==> src/rtl/multdiv_unit_if.sv <==
// Execute-stage mul/div bus: issue operands from D/X, results out to writeback.
interface multdiv_unit_if #(
  parameter int unsigned DATA_W = 32
);
  logic [31:0]       dx_insn;
  logic              dx_valid;
  logic [DATA_W-1:0] dx_opA;
  logic [DATA_W-1:0] dx_opB;
  logic              wb_ready;
  logic              mult_ongoing;
  logic [31:0]       md_insn;
  logic [DATA_W-1:0] md_result;
  logic [4:0]        md_rd;
  logic              md_exception;
  logic              md_result_valid;

  // Issue/writeback side
  modport master (
    output dx_insn, dx_valid, dx_opA, dx_opB, wb_ready,
    input  mult_ongoing, md_insn, md_result, md_rd, md_exception, md_result_valid
  );

  // Mul/div unit side
  modport slave (
    input  dx_insn, dx_valid, dx_opA, dx_opB, wb_ready,
    output mult_ongoing, md_insn, md_result, md_rd, md_exception, md_result_valid
  );
endinterface

==> src/rtl/multdiv_unit.sv <==
// Iterative signed multiply (radix-2 Booth) / divide (restoring) engine.
module multdiv_unit #(
  parameter int unsigned DATA_W    = 32,
  parameter logic [4:0]  MUL_ALUOP = 5'b00110,
  parameter logic [4:0]  DIV_ALUOP = 5'b00111
) (
  input  logic           clock,
  input  logic           reset_n,
  multdiv_unit_if.slave  bus
);
  localparam int unsigned CNT_W = $clog2(DATA_W);
  localparam logic [CNT_W-1:0] CNT_LAST = CNT_W'(DATA_W - 1);

  typedef enum logic [2:0] {IDLE, MUL, DIV, FIX, DONE} state_t;

  state_t              state;
  logic [31:0]         md_insn_q;
  logic [DATA_W-1:0]   result_q;
  logic                exc_q;
  logic                valid_q;
  logic                busy_q;
  logic                is_div_q;
  logic                neg_q;
  logic [CNT_W-1:0]    cnt;
  logic [DATA_W-1:0]   mcand;   // multiplicand, or divisor magnitude
  logic [2*DATA_W+1:0] acc;     // {hi(W+1), multiplier(W), q-1}
  logic [DATA_W-1:0]   rem;
  logic [DATA_W-1:0]   quo;

  logic              start;
  logic [4:0]        aluop;
  logic [DATA_W-1:0] mag_a;
  logic [DATA_W-1:0] mag_b;

  // Issue decode and operand magnitudes for division
  always_comb begin
    aluop = bus.dx_insn[6:2];
    start = bus.dx_valid && (bus.dx_insn[31:27] == 5'd0) &&
            ((aluop == MUL_ALUOP) || (aluop == DIV_ALUOP));
    mag_a = bus.dx_opA[DATA_W-1] ? -bus.dx_opA : bus.dx_opA;
    mag_b = bus.dx_opB[DATA_W-1] ? -bus.dx_opB : bus.dx_opB;
  end

  logic [DATA_W:0]     hi;
  logic [DATA_W:0]     hi_sum;
  logic [DATA_W:0]     mext;
  logic [2*DATA_W+1:0] acc_next;

  // One Booth step; the high part carries a guard bit so subtracting the
  // most negative multiplicand cannot overflow.
  always_comb begin
    hi   = acc[2*DATA_W+1:DATA_W+1];
    mext = {mcand[DATA_W-1], mcand};
    case (acc[1:0])
      2'b01:   hi_sum = hi + mext;
      2'b10:   hi_sum = hi - mext;
      default: hi_sum = hi;
    endcase
    acc_next = {hi_sum[DATA_W], hi_sum, acc[DATA_W:1]};
  end

  logic [DATA_W:0]   r_sh;
  logic [DATA_W:0]   diff;
  logic [DATA_W-1:0] rem_next;
  logic [DATA_W-1:0] quo_next;

  // One restoring-division step on magnitudes
  always_comb begin
    r_sh = {rem, quo[DATA_W-1]};
    diff = r_sh - {1'b0, mcand};
    if (diff[DATA_W]) begin
      rem_next = rem;
      rem_next = r_sh[DATA_W-1:0];
      quo_next = {quo[DATA_W-2:0], 1'b0};
    end else begin
      rem_next = diff[DATA_W-1:0];
      quo_next = {quo[DATA_W-2:0], 1'b1};
    end
  end

  logic [2*DATA_W-1:0] product;
  logic [DATA_W-1:0]   quotient;
  logic                mul_ovf;
  logic                div_ovf;

  // Final sign fix-up and overflow detection
  always_comb begin
    product  = acc[2*DATA_W:1];
    mul_ovf  = !((&product[2*DATA_W-1:DATA_W-1]) || !(|product[2*DATA_W-1:DATA_W-1]));
    quotient = neg_q ? -quo : quo;
    div_ovf  = !neg_q && quo[DATA_W-1];
  end

  // Control FSM with registered results
  always_ff @(posedge clock or negedge reset_n) begin
    if (!reset_n) begin
      state     <= IDLE;
      md_insn_q <= '0;
      result_q  <= '0;
      exc_q     <= 1'b0;
      valid_q   <= 1'b0;
      busy_q    <= 1'b0;
      is_div_q  <= 1'b0;
      neg_q     <= 1'b0;
      cnt       <= '0;
      mcand     <= '0;
      acc       <= '0;
      rem       <= '0;
      quo       <= '0;
    end else begin
      case (state)
        IDLE: begin
          if (start) begin
            md_insn_q <= bus.dx_insn;
            result_q  <= '0;
            exc_q     <= 1'b0;
            busy_q    <= 1'b1;
            cnt       <= '0;
            if (aluop == DIV_ALUOP) begin
              is_div_q <= 1'b1;
              neg_q    <= bus.dx_opA[DATA_W-1] ^ bus.dx_opB[DATA_W-1];
              mcand    <= mag_b;
              quo      <= mag_a;
              rem      <= '0;
              if (bus.dx_opB == '0) begin
                exc_q   <= 1'b1;
                valid_q <= 1'b1;
                state   <= DONE;
              end else begin
                state   <= DIV;
              end
            end else begin
              is_div_q <= 1'b0;
              mcand    <= bus.dx_opA;
              acc      <= {{(DATA_W+1){1'b0}}, bus.dx_opB, 1'b0};
              state    <= MUL;
            end
          end
        end
        MUL: begin
          acc <= acc_next;
          cnt <= cnt + 1'b1;
          if (cnt == CNT_LAST) state <= FIX;
        end
        DIV: begin
          rem <= rem_next;
          quo <= quo_next;
          cnt <= cnt + 1'b1;
          if (cnt == CNT_LAST) state <= FIX;
        end
        FIX: begin
          result_q <= is_div_q ? quotient : product[DATA_W-1:0];
          exc_q    <= is_div_q ? div_ovf : mul_ovf;
          valid_q  <= 1'b1;
          state    <= DONE;
        end
        DONE: begin
          if (bus.wb_ready) begin
            valid_q <= 1'b0;
            busy_q  <= 1'b0;
            state   <= IDLE;
          end
        end
        default: state <= IDLE;
      endcase
    end
  end

  assign bus.mult_ongoing    = busy_q;
  assign bus.md_insn         = md_insn_q;
  assign bus.md_result       = result_q;
  assign bus.md_rd           = md_insn_q[26:22];
  assign bus.md_exception    = exc_q;
  assign bus.md_result_valid = valid_q;
endmodule

==> src/flat_wrapper.sv <==
// flat-port wrapper written by rule: the top's interface ports become plain ports
module multdiv_unit_flat 
#(
  parameter int unsigned DATA_W    = 32,
  parameter logic [4:0]  MUL_ALUOP = 5'b00110,
  parameter logic [4:0]  DIV_ALUOP = 5'b00111
)
  (clock, reset_n, bus_dx_insn, bus_dx_valid, bus_dx_opA, bus_dx_opB, bus_wb_ready, bus_mult_ongoing, bus_md_insn, bus_md_result, bus_md_rd, bus_md_exception, bus_md_result_valid);
  multdiv_unit_if #(.DATA_W(DATA_W)) bus_i ();
  input  logic clock;
  input  logic reset_n;
  input wire logic [$bits(bus_i.dx_insn)-1:0] bus_dx_insn;
  input wire logic [$bits(bus_i.dx_valid)-1:0] bus_dx_valid;
  input wire logic [$bits(bus_i.dx_opA)-1:0] bus_dx_opA;
  input wire logic [$bits(bus_i.dx_opB)-1:0] bus_dx_opB;
  input wire logic [$bits(bus_i.wb_ready)-1:0] bus_wb_ready;
  output wire logic [$bits(bus_i.mult_ongoing)-1:0] bus_mult_ongoing;
  output wire logic [$bits(bus_i.md_insn)-1:0] bus_md_insn;
  output wire logic [$bits(bus_i.md_result)-1:0] bus_md_result;
  output wire logic [$bits(bus_i.md_rd)-1:0] bus_md_rd;
  output wire logic [$bits(bus_i.md_exception)-1:0] bus_md_exception;
  output wire logic [$bits(bus_i.md_result_valid)-1:0] bus_md_result_valid;
  assign bus_i.dx_insn = bus_dx_insn;
  assign bus_i.dx_valid = bus_dx_valid;
  assign bus_i.dx_opA = bus_dx_opA;
  assign bus_i.dx_opB = bus_dx_opB;
  assign bus_i.wb_ready = bus_wb_ready;
  assign bus_mult_ongoing = bus_i.mult_ongoing;
  assign bus_md_insn = bus_i.md_insn;
  assign bus_md_result = bus_i.md_result;
  assign bus_md_rd = bus_i.md_rd;
  assign bus_md_exception = bus_i.md_exception;
  assign bus_md_result_valid = bus_i.md_result_valid;
  multdiv_unit #(.DATA_W(DATA_W), .MUL_ALUOP(MUL_ALUOP), .DIV_ALUOP(DIV_ALUOP)) u_core (.clock(clock), .reset_n(reset_n), .bus(bus_i));
endmodule
==> config.mk <==
export PLATFORM = sky130hd
export DESIGN_NAME = multdiv_unit_flat
export DESIGN_NICKNAME = d
export VERILOG_FILES = /design/src/rtl/multdiv_unit_if.sv /design/src/rtl/multdiv_unit.sv /design/src/flat_wrapper.sv
export SDC_FILE = /design/constraint.sdc
export NUM_CORES = 1
export LEC_CHECK = 0
export BUFFER_PORTS_ARGS = -buffer_cell sky130_fd_sc_hd__buf_2
export CORE_ASPECT_RATIO = 1.5
export CORE_MARGIN = 2
export CORE_UTILIZATION = 43
export CTS_BUF_LIST = sky130_fd_sc_hd__clkbuf_4 sky130_fd_sc_hd__clkbuf_8
export DETAILED_ROUTE_END_ITERATION = 16
export HOLD_SLACK_MARGIN = 0.08
export PLACE_DENSITY_LB_ADDON = 0.08
export SYNTH_ARGS = -nofsm -noshare
export SYNTH_HDL_FRONTEND = slang
export SYNTH_SLANG_ARGS = --single-unit
==> constraint.sdc <==
create_clock -name clock -period 5.45 [get_ports clock]
set_clock_uncertainty 0.05 [all_clocks]
set_input_delay 0.2725 -clock clock [delete_from_list [all_inputs] [get_ports clock]]
set_output_delay 0.2725 -clock clock [all_outputs]
set_load 0.005 [all_outputs]
==> qor.csv, run 1 <==
metric;value;unit
antenna_found_initial;1;
cp_max_fo;8;
min_period_over_period;0.8979;
yosysTopAreaCell;dfrtp_1;
drive_above_1_share;0.1343;
area_growth;17.07;%
drc;0;
worst_hold_startpoint;bus_dx_opA[22];
globalplace.congestion;0.9558;
hold_depth;4;
top_level_ports;172;
synth.avg_cell_area;8.340;µm²
ir_drop;332.5;µV
holdPathEnd;u_core.quo[22]$_DFFE_PN0P_;
reg2reg_slack;0.56;ns
fp.dieW;164.5;µm
synth_edf_count;0;
clockRootBuffer;clkbuf_8;
startpoint_type;register;
die_h;244.7;µm
first_iter_violations;1160;
ys_ff_latch;238;
detail-route-antenna-nets;0;
syn_area;16610;µm²
power_leakage;9.064;nW
dp_hpwl;42.62;mm
setup_viol;0;
grt_pass1_vias;15481;
via_count;15610;
clk_pin_slew_worst_paths;0.06;ns
tightest_slew;1.089;ns
cp.arrival;5.35;ns
overflow;0;
maxCapViolations;0;
worst_slack;0.5563;ns
grt_max_degree;143;
final_hold_viol_count;0;
fin_area;19440;µm²
fp.coreArea;38320;µm²
drtPass1Iterations;7;
ys_seq_area_frac;0.3586;
synth_warnings;0;
powerDensity;577.9;nW/µm²
synth.distinct_cells;71;
numCtsBuffers;42;
timing.hold.ws;0.1228;ns
port_buffers;171;
critical_path_class;reg2reg;
cts_setup_buffers;0;
cts_buffer_depth;3;
period_minus_slack;4.894;ns
postPlaceCellArea;17790;µm²
fmax;0.2043;GHz
synthArstFlopShare;1.000;
cts.htree.levels;2;
grt_pass1_wl;88.20;mm
wl_per_cell;21.11;µm
synth-main-ff-cell;dfrtp_1;
rows;88;
place_inst;2553;
reg2reg_to;u_core.acc[64]$_DFFE_PN0P_;
drt-total-wl;56.99;mm
die-area;40240;µm²
pre_cts_slack;0.6786;ns
synthTopCellsByArea;dfrtp_1 36%, o21ai_0 8.2%, nand2_1 7.5%;
cts_num_sinks;238;
synth_top_area_frac;0.3586;
rr_worst_depth;16;
setup_tns;0;ns
fin_cells;2700;
syn_nets;2164;
slew_viol_final;0;
nNetsFinal;2348;
outcome;finished, final reports clean;
post_drt_via_cell_ratio;5.781;
end_kind;register;
clk_latency;0.59;ns
rr_startpoint;u_core.mcand[7]$_DFFE_PN0P_;
slew_headroom;0.2725;
initial_core_util;0.4334;
postSynthCellCount;1991;
required;5.91;ns
cts_tree;yes;
gr-usage-all-layers;0.2852;
hold_path.class;in2reg;
rsz0062_at_grt;no;
[cells by family (layout without fill, tap and decap cells)]
family	after synthesis	in the layout	synth area share
AO/OA/AOI/OAI	617	617	0.2286
other	0	1	0
multiplexers	75	75	0.04521
adder cells (fa/ha/maj)	73	73	0.05591
flip-flops	238	238	0.3586
buffers and inverters	181	394	0.04272
XOR/XNOR	171	171	0.09019
AND/OR/NAND/NOR	636	636	0.1787
[state kept, by name, summed over array words and instances (netlist names), 3 cells and up]
register and cells:
u_core.acc 65, u_core.bus.md_insn 32, u_core.cnt 5, u_core.bus.md_result 32
u_core.quo 32, u_core.rem 32, u_core.mcand 32, u_core.state 3
[synthesized netlist by cell type, types with 4 or more instances]
library cell and count:
or3_1 14, o2111ai_1 4, o22ai_1 27, or4_1 10, a31oi_1 23, nor2_1 84
a32oi_1 19, dfrtp_1 238, a211oi_1 7, a311oi_1 4, a21boi_0 4, buf_4 7
nor4_1 19, nand2b_1 11, buf_1 10, and2_1 11, o31ai_1 25, ha_1 71
a21oi_1 87, o21ai_0 271, xnor2_1 104, o21a_1 11, and4_1 5, inv_1 60
nor2b_1 11, xor2_1 67, a22o_1 11, nor3_1 18, a21o_1 49, or4_4 5
o221ai_1 4, o21bai_1 8, o211ai_1 6, o41ai_1 10, clkbuf_1 100, nand4_1 18
and3_1 15, nand3_1 57, a41oi_1 8, nand2_1 332, nand3b_1 4, mux2i_1 75
o21ai_1 13
[what timing repair did]
item,CTS,global route
endpoints found under the hold margin,173,0
hold buffers,73,0
resized for setup,0,0
[through the flow]
stage,power [W],utilization
2_1_floorplan,0.007442,-
3_3_place_gp,0.009286,0.4644
3_5_place_dp,0.009360,0.4644
4_1_cts,0.01130,0.5073
5_1_grt,0.01215,0.5074
6_report,0.01123,0.5074
[routing by layer]
| layer | track usage | vias up | part of all wire |
|---|---|---|---|
| met4 | 0.1619 | 0 | 0.066 |
| met2 | 0.5255 | 419 | 0.53 |
| met1 | 0.3106 | 7550 | 0.37 |
| li1 | - | 7503 | - |
| met3 | 0.03532 | 138 | 0.040 |
| met5 | 0 | - | 0 |
[critical path, stage by stage (launching register included)]
cell,delay [ns]
dfrtp_1,0.40
nor4_1,0.57
nand3_1,0.18
nor4_1,0.34
and3_1,0.42
a21oi_1,0.13
xnor2_1,0.17
ha_1,0.42
nand2_1,0.08
nor2_1,0.14
a211o_1,0.16
nand2_1,0.08
o311ai_0,0.64
nand3b_1,0.22
and4_1,0.24
or4b_1,0.49
nand3_1,0.09
[cells in the final DEF (no fill, tap or decap), types with 60 or more instances in the layout]
master / count
ha_1: 71
inv_1: 60
dlygate4sd3_1: 73
o21ai_0: 271
buf_2: 170
mux2i_1: 75
nor2_1: 84
xor2_1: 67
xnor2_1: 104
nand2_1: 331
dfrtp_1: 237
a21oi_1: 87
[how the worst max path moves through the flow]
| stage | slack, ns | cells past startpoint | from | end |
|---|---|---|---|---|
| after CTS | 0.68 | 16 | u_core.mcand[7]$_DFFE_PN0P_ | u_core.acc[64]$_DFFE_PN0P_ |
| final | 0.56 | 16 | u_core.mcand[7]$_DFFE_PN0P_ | u_core.acc[64]$_DFFE_PN0P_ |
| after global routing | 0.19 | 16 | u_core.mcand[7]$_DFFE_PN0P_ | u_core.acc[64]$_DFFE_PN0P_ |
| after detailed placement | 0.68 | 16 | u_core.mcand[7]$_DFFE_PN0P_ | u_core.acc[64]$_DFFE_PN0P_ |
| after floorplan | 1.40 | 18 | u_core.mcand[7]$_DFFE_PN0P_ | u_core.acc[64]$_DFFE_PN0P_ |
| after global placement | 0.73 | 16 | u_core.mcand[7]$_DFFE_PN0P_ | u_core.acc[64]$_DFFE_PN0P_ |
[final cells by class]
class,instances,area [µm²]
Fill cell,3777,18880
Multi-Input combinational cell,1572,9991
Sequential cell,238,5957
Timing Repair Buffer,260,1729
Clock buffer,61,770.7
Tap cell,495,619.3
Inverter,61,229.0
Clock inverter,12,142.6
Antenna cell,1,2.502
[power breakdown]
group          internal, W  switching [W]
clock network      0.00105       0.000793
logic              0.00250        0.00375
registers          0.00235       0.000789
No activity file was read; power rests on OpenSTA's default activity.
==> run 2: changes to the inputs <==
--- a/config.mk
+++ b/config.mk
@@ -7,7 +7,7 @@
 export LEC_CHECK = 0
 export BUFFER_PORTS_ARGS = -buffer_cell sky130_fd_sc_hd__buf_2
 export CORE_ASPECT_RATIO = 1.5
-export CORE_MARGIN = 2
+export CORE_MARGIN = 3
 export CORE_UTILIZATION = 43
 export CTS_BUF_LIST = sky130_fd_sc_hd__clkbuf_4 sky130_fd_sc_hd__clkbuf_8
 export DETAILED_ROUTE_END_ITERATION = 16
==> constraint.sdc (replaced) <==
create_clock -name clock -period 4.6 [get_ports clock]
set_clock_uncertainty 0.05 [all_clocks]
set_input_delay 0.23 -clock clock [delete_from_list [all_inputs] [get_ports clock]]
set_output_delay 0.23 -clock clock [all_outputs]
set_load 0.005 [all_outputs]
==> run 2 against run 1 <==
Effect of this change:
- clock power is 23% higher
- combinational power is 21% higher
- first-iteration DRC count is 2.1% lower
- global-route usage is 0.96 points lower
- design area is 1.3% higher
- via count is 0.32% higher
- largest power group unchanged
- final cell count is 0.70% higher
- worst hold slack worse by 0.015 ns
==> qor.csv, run 2 (synthesis gave the netlist of run 1 again) <==
metric;value;unit;change
post_drt_via_cell_ratio;5.759;;was 5.781
regMostFlops;u_core.acc;;unchanged
swShare;0.4742;;was 0.4745
dr_wl_met3;2.384;mm;was 2.252 mm
slew_headroom;0.2878;;was 0.2725
wl_met2;30.82;mm;was 30.13 mm
overflow;0;;unchanged
tightest_slew;1.066;ns;was 1.089 ns
fp.coreArea;37880;µm²;was 38320 µm²
area_growth;18.65;%;was 17.07%
drc;0;;unchanged
fin_cells;2719;;was 2700
crit_slowest_cell;or4b_1;;was o311ai_0
cts_setup_buffers;0;;unchanged
powerDensity;688.6;nW/µm²;was 577.9 nW/µm²
power_frac_seq;0.277;;was 0.279
cts.htree.levels;2;;unchanged
wl_per_cell;21.26;µm;was 21.11 µm
path_delay_family;simple AND/OR/NAND/NOR gates;;unchanged
globalplace.congestion;0.9276;;was 0.9558
wl_met1;20.55;mm;was 20.88 mm
rows;87;;was 88
setup_viol;0;;unchanged
rsz0062_at_grt;no;;unchanged
final_cell_mix;331 x nand2_1, 271 x o21ai_0, 237 x dfrtp_1, 170 x buf_2, 104 x xnor2_1;;unchanged
cts_num_sinks;238;;unchanged
end_kind;register;;unchanged
rr_worst_depth;17;;was 16
cp.arrival;4.61;ns;was 5.35 ns
clockRootBuffer;clkbuf_8;;unchanged
final_hold_viol_count;0;;unchanged
reg2reg_to;u_core.acc[64]$_DFFE_PN0P_;;unchanged
top_layer;met5;;was met4
required;5.06;ns;was 5.91 ns
final_util;0.5201;;was 0.5074
clk_pin_slew_worst_paths;0.07;ns;was 0.06 ns
grt_pass1_vias;15693;;was 15481
largest_register_ffs;65;;unchanged
outcome;finished, final reports clean;;unchanged
nNetsFinal;2370;;was 2348
fmax;0.2409;GHz;was 0.2043 GHz
drt-total-wl;57.81;mm;was 56.99 mm
die_h;246.7;µm;was 244.7 µm
timing.hold.ws;0.1078;ns;was 0.1228 ns
first_iter_violations;1136;;was 1160
die-area;41060;µm²;was 40240 µm²
fp.dieW;166.5;µm;was 164.5 µm
cp_max_fo;6;;was 8
power_leakage;9.191;nW;was 9.064 nW
port_buffers;171;;unchanged
drtPass1Iterations;7;;unchanged
hold_depth;4;;unchanged
detail-route-antenna-nets;0;;unchanged
gr-usage-all-layers;0.2757;;was 0.2852
clk_latency;0.58;ns;was 0.59 ns
min_period_over_period;0.9025;;was 0.8979
worst_hold_startpoint;bus_dx_opA[26];;was bus_dx_opA[22]
top_level_ports;172;;unchanged
period_minus_slack;4.152;ns;was 4.894 ns
reg2reg_slack;0.45;ns;was 0.56 ns
grt_pass1_wl;88.70;mm;was 88.20 mm
critical_path_class;reg2reg;;unchanged
maxCapViolations;0;;unchanged
path_buf_inv;1;;was 0
cp_cell_sequence;nor4_2 -> nand3_1 -> nor4_2 -> and3_1 -> a41oi_1 -> xnor2_1 -> ha_1 -> a21oi_1 -> nor2_1 -> a211o_1 -> nand2_1 -> o311ai_0 -> buf_4 -> nand3b_1 -> and4_1 -> or4b_1 -> nand3_1;;was nor4_1 -> nand3_1 -> nor4_1 -> and3_1 -> a21oi_1 -> xnor2_1 -> ha_1 -> nand2_1 -> nor2_1 -> a211o_1 -> nand2_1 -> o311ai_0 -> nand3b_1 -> and4_1 -> or4b_1 -> nand3_1
antenna_found_initial;2;;was 1
dp_hpwl;43.93;mm;was 42.62 mm
layout_commonest_cell;nand2_1;;unchanged
holdPathEnd;u_core.quo[26]$_DFFE_PN0P_;;was u_core.quo[22]$_DFFE_PN0P_
fin_total_pwr;0.01357;W;was 0.01123 W
clockPowerShare;0.167;;was 0.164
cts_tree;yes;;unchanged
power.switching;0.006433;W;was 0.005330 W
rr_startpoint;u_core.mcand[7]$_DFFE_PN0P_;;unchanged
ir_drop;332.0;µV;was 332.5 µV
slew_viol_final;0;;unchanged
startpoint_type;register;;unchanged
via_count;15660;;was 15610
grt_max_degree;97;;was 143
drive_above_1_share;0.1395;;was 0.1343
numCtsBuffers;42;;unchanged
place_inst;2557;;was 2553
setup_tns;0;ns;unchanged
critPathMaxStageDelay;0.49;ns;was 0.64 ns
initial_core_util;0.4384;;was 0.4334
internal_power;0.007134;W;was 0.005904 W
power.share.combinational;0.555;;was 0.556
hold_path.class;in2reg;;unchanged
cts_buffer_depth;3;;unchanged
[run 2: worst max path at each step]
stage          depth (start not counted)  slack, ns                        start                          to
6_report                              17       0.45  u_core.mcand[7]$_DFFE_PN0P_  u_core.acc[64]$_DFFE_PN0P_
5_1_grt                               17       0.06  u_core.mcand[7]$_DFFE_PN0P_  u_core.acc[62]$_DFFE_PN0P_
4_1_cts                               17       0.29  u_core.mcand[7]$_DFFE_PN0P_  u_core.acc[64]$_DFFE_PN0P_
3_5_place_dp                          17       0.33  u_core.mcand[7]$_DFFE_PN0P_  u_core.acc[64]$_DFFE_PN0P_
3_3_place_gp                          17       0.35  u_core.mcand[7]$_DFFE_PN0P_  u_core.acc[64]$_DFFE_PN0P_
2_1_floorplan                         18       0.55  u_core.mcand[7]$_DFFE_PN0P_  u_core.acc[64]$_DFFE_PN0P_
[run 2: power by group through the flow]
stage               Combinational [W]  Sequential [W]  Clock (W)
global placement              0.00744         0.00377          0
CTS                           0.00757         0.00375    0.00233
detailed placement            0.00748         0.00378          0
finish                        0.00754         0.00376    0.00227
global route                  0.00842         0.00384    0.00241
floorplan                     0.00549         0.00333          0
[run 2: final cells by class]
type,instances,area [µm²]
fill,3672,18180
multi-input combinational,1572,10000
sequential,238,5957
timing repair buffer,282,1924
clock buffer,62,815.8
tap,489,611.8
inverter,61,229.0
clock inverter,14,158.9
antenna,1,2.502
[run 2: per-stage QoR]
stage,instance area (µm²),setup slack [ns]
floorplan,16610,0.5451
global placement,17860,0.3466
detailed placement,17860,0.3285
CTS,19690,0.2860
global route,19700,0.06420
finish,19700,0.4483
[run 2: what timing repair did]
item / in CTS / in global routing
hold buffers: 85 / 0
gates resized for setup: 0 / 2
setup endpoints to repair: 0 / 5
hold endpoints to repair: 185 / 0
[run 2: layer usage]
| metal | GRT usage | up-vias |
|---|---|---|
| met1 | 0.2876 | 7467 |
| met5 | 0 | - |
| met2 | 0.5272 | 463 |
| met4 | 0.1648 | 2 |
| li1 | - | 7546 |
| met3 | 0.03198 | 182 |
[run 2: tightest hold or removal path, cell delays in order]
cell and delay, ns:
buf_2 0.15, xnor2_1 0.08, o22ai_1 0.12, o21ai_0 0.10
==> run 3: changes to the inputs <==
==> constraint.sdc (replaced) <==
create_clock -name clock -period 4.6 [get_ports clock]
set_clock_uncertainty 0.05 [all_clocks]
set_input_delay 0.69 -clock clock [delete_from_list [all_inputs] [get_ports clock]]
set_output_delay 0.69 -clock clock [all_outputs]
set_load 0.005 [all_outputs]
==> run 3 against run 2 <==
Effect of this change:
- non-clock buffer count decreased by 84
- total power fell by 2.7%
- core utilization fell by 2.5 points
- global-route usage decreased by 0.63 points
- combinational power is 1% lower
- sequential power is essentially flat
- die area is the same
- worst hold slack improved by 0.0032 ns
- final cell count down 3.2%
- first-iteration DRC count is 5.8% lower
==> qor.csv, run 3 (synthesis gave the netlist of run 1 again) <==
metric;value;unit;change
outcome;finished, final reports clean;;unchanged
pre_cts_slack;0.3107;ns;was 0.3285 ns
top_level_ports;172;;unchanged
critical_path_class;reg2reg;;unchanged
wl_per_cell;21.41;µm;was 21.26 µm
grt_busiest_layer;met2;;unchanged
cts_num_sinks;238;;unchanged
fin_area;18760;µm²;was 19700 µm²
min_period_over_period;0.9135;;was 0.9025
ctsHoldBuffers;0;;was 85
grt_pass1_vias;15166;;was 15693
rsz0062_at_grt;no;;unchanged
regMostFlops;u_core.acc;;unchanged
swShare;0.4790;;was 0.4742
cp_max_fo;8;;was 6
globalplace.congestion;0.9360;;was 0.9276
drc;0;;unchanged
maxCapViolations;0;;unchanged
post_drt_via_cell_ratio;5.828;;was 5.759
required;5.06;ns;about the same
clk_pin_slew_worst_paths;0.06;ns;was 0.07 ns
drt-total-wl;56.36;mm;was 57.81 mm
gr-usage-all-layers;0.2694;;was 0.2757
area_growth;12.97;%;was 18.65%
cts_buffer_depth;3;;unchanged
final_hold_viol_count;0;;unchanged
nNetsFinal;2285;;was 2370
cp.arrival;4.66;ns;was 4.61 ns
powerDensity;703.5;nW/µm²;was 688.6 nW/µm²
timing.hold.ws;0.1109;ns;was 0.1078 ns
layout_commonest_cell;nand2_1;;unchanged
internal_power;0.006876;W;was 0.007134 W
clk_latency;0.59;ns;was 0.58 ns
initial_core_util;0.4384;;unchanged
power_frac_seq;0.283;;was 0.277
clockPowerShare;0.153;;was 0.167
ir_drop;415.9;µV;was 332.0 µV
postPlaceCellArea;17910;µm²;was 17860 µm²
clockRootBuffer;clkbuf_8;;unchanged
cts.htree.levels;2;;unchanged
setup_viol;0;;unchanged
fmax;0.2380;GHz;was 0.2409 GHz
slew_viol_final;0;;unchanged
cts_setup_buffers;0;;unchanged
drive_above_1_share;0.1431;;was 0.1395
power.switching;0.006322;W;was 0.006433 W
rows;87;;unchanged
first_iter_violations;1070;;was 1136
grt_pass1_wl;86.48;mm;was 88.70 mm
worst_slack;0.3980;ns;was 0.4483 ns
power.share.combinational;0.565;;was 0.555
grt_max_degree;110;;was 97
die_h;246.7;µm;unchanged
port_buffers;171;;unchanged
power_leakage;8.786;nW;was 9.191 nW
grt.met3_usage;0.03534;;was 0.03198
detail-route-antenna-nets;0;;unchanged
overflow;0;;unchanged
slew_headroom;0.3418;;was 0.2878
grtUsageMet1;0.2844;;was 0.2876
use_met2;0.4993;;was 0.5272
dp_hpwl;43.16;mm;was 43.93 mm
largest_register_ffs;65;;unchanged
drtPass1Iterations;7;;unchanged
setup_tns;0;ns;unchanged
final_cell_mix;331 x nand2_1, 271 x o21ai_0, 237 x dfrtp_1, 170 x buf_2, 104 x xnor2_1;;unchanged
tightest_slew;0.9874;ns;was 1.066 ns
period_minus_slack;4.202;ns;was 4.152 ns
end_kind;register;;unchanged
numCtsBuffers;41;;was 42
via_count;15346;;was 15660
fp.dieW;166.5;µm;unchanged
startpoint_type;register;;unchanged
cts_tree;yes;;unchanged
antenna_found_initial;9;;was 2
fp.coreArea;37880;µm²;unchanged
die-area;41060;µm²;unchanged
hold_path.class;in2async;;was in2reg
## run 3: stage by stage
| step | power (W) | std cells | utilization |
|---|---|---|---|
| 2_1_floorplan | 0.008817 | 1991 | - |
| 3_3_place_gp | 0.01113 | 2558 | 0.4727 |
| 3_5_place_dp | 0.01121 | 2558 | 0.4727 |
| 4_1_cts | 0.01329 | 2628 | 0.4947 |
| 5_1_grt | 0.01433 | 2631 | 0.4951 |
| 6_report | 0.01320 | 2633 | 0.4952 |
## run 3: power by group through the flow
| stage | registers [W] | clock network [W] | logic (W) |
|---|---|---|---|
| 2_1_floorplan | 0.00333 | 0 | 0.00549 |
| 3_3_place_gp | 0.00373 | 0 | 0.00740 |
| 3_5_place_dp | 0.00375 | 0 | 0.00746 |
| 4_1_cts | 0.00372 | 0.00208 | 0.00749 |
| 5_1_grt | 0.00381 | 0.00216 | 0.00836 |
| 6_report | 0.00373 | 0.00202 | 0.00745 |
## run 3: what timing repair did
| action | CTS | global route |
|---|---|---|
| endpoints found under the hold margin | 0 | 0 |
| resized for setup | 0 | 2 |
| endpoints found under the setup margin | 0 | 3 |
## run 3: area by class of cell
cell class                 instances  area (µm²)
multi-input combinational       1572        9998
sequential                       238        5957
clock inverter                    11       90.09
fill                            3799       19120
tap                              489       611.8
timing repair buffer             198        1119
inverter                          61       229.0
clock buffer                      59       743.2
antenna                            5       12.51
## run 3: path summary, 6_finish.rpt
kind	to	cells past startpoint	from	slack [ns]
hold / removal	u_core.rem[22]$_DFFE_PN0P_	1	reset_n	0.11
min in group clock	u_core.bus.md_insn[24]$_DFFE_PN0P_	3	bus_dx_insn[24]	0.26
setup reg to reg	u_core.acc[64]$_DFFE_PN0P_	17	u_core.mcand[7]$_DFFE_PN0P_	0.40
setup / recovery	u_core.acc[64]$_DFFE_PN0P_	17	u_core.mcand[7]$_DFFE_PN0P_	0.40
max in group asynchronous	u_core.is_div_q$_DFFE_PN0P_	2	reset_n	3.50
hold reg to reg	u_core.bus.md_insn[3]$_DFFE_PN0P_	1	u_core.bus.md_insn[3]$_DFFE_PN0P_	0.41
## run 3: worst max-delay path, stage by stage (launching register included)
cell	delay, ns
dfrtp_1	0.40
nor4_1	0.36
nand3_1	0.19
nor4_2	0.23
and3_2	0.34
a21oi_1	0.10
xnor2_1	0.14
ha_1	0.43
nand2_1	0.08
nor2_1	0.14
a211o_1	0.15
nand2_1	0.07
o311ai_0	0.38
buf_4	0.20
nand3b_1	0.08
and4_1	0.19
or4b_1	0.50
nand3_1	0.10
## run 3: per-layer routing
layer / wire length, µm / up-vias
li1: - / 7379
met1: 20300 / 7330
met2: 29500 / 455
met3: 2251 / 174
met4: 4264 / 8
met5: 46 / -
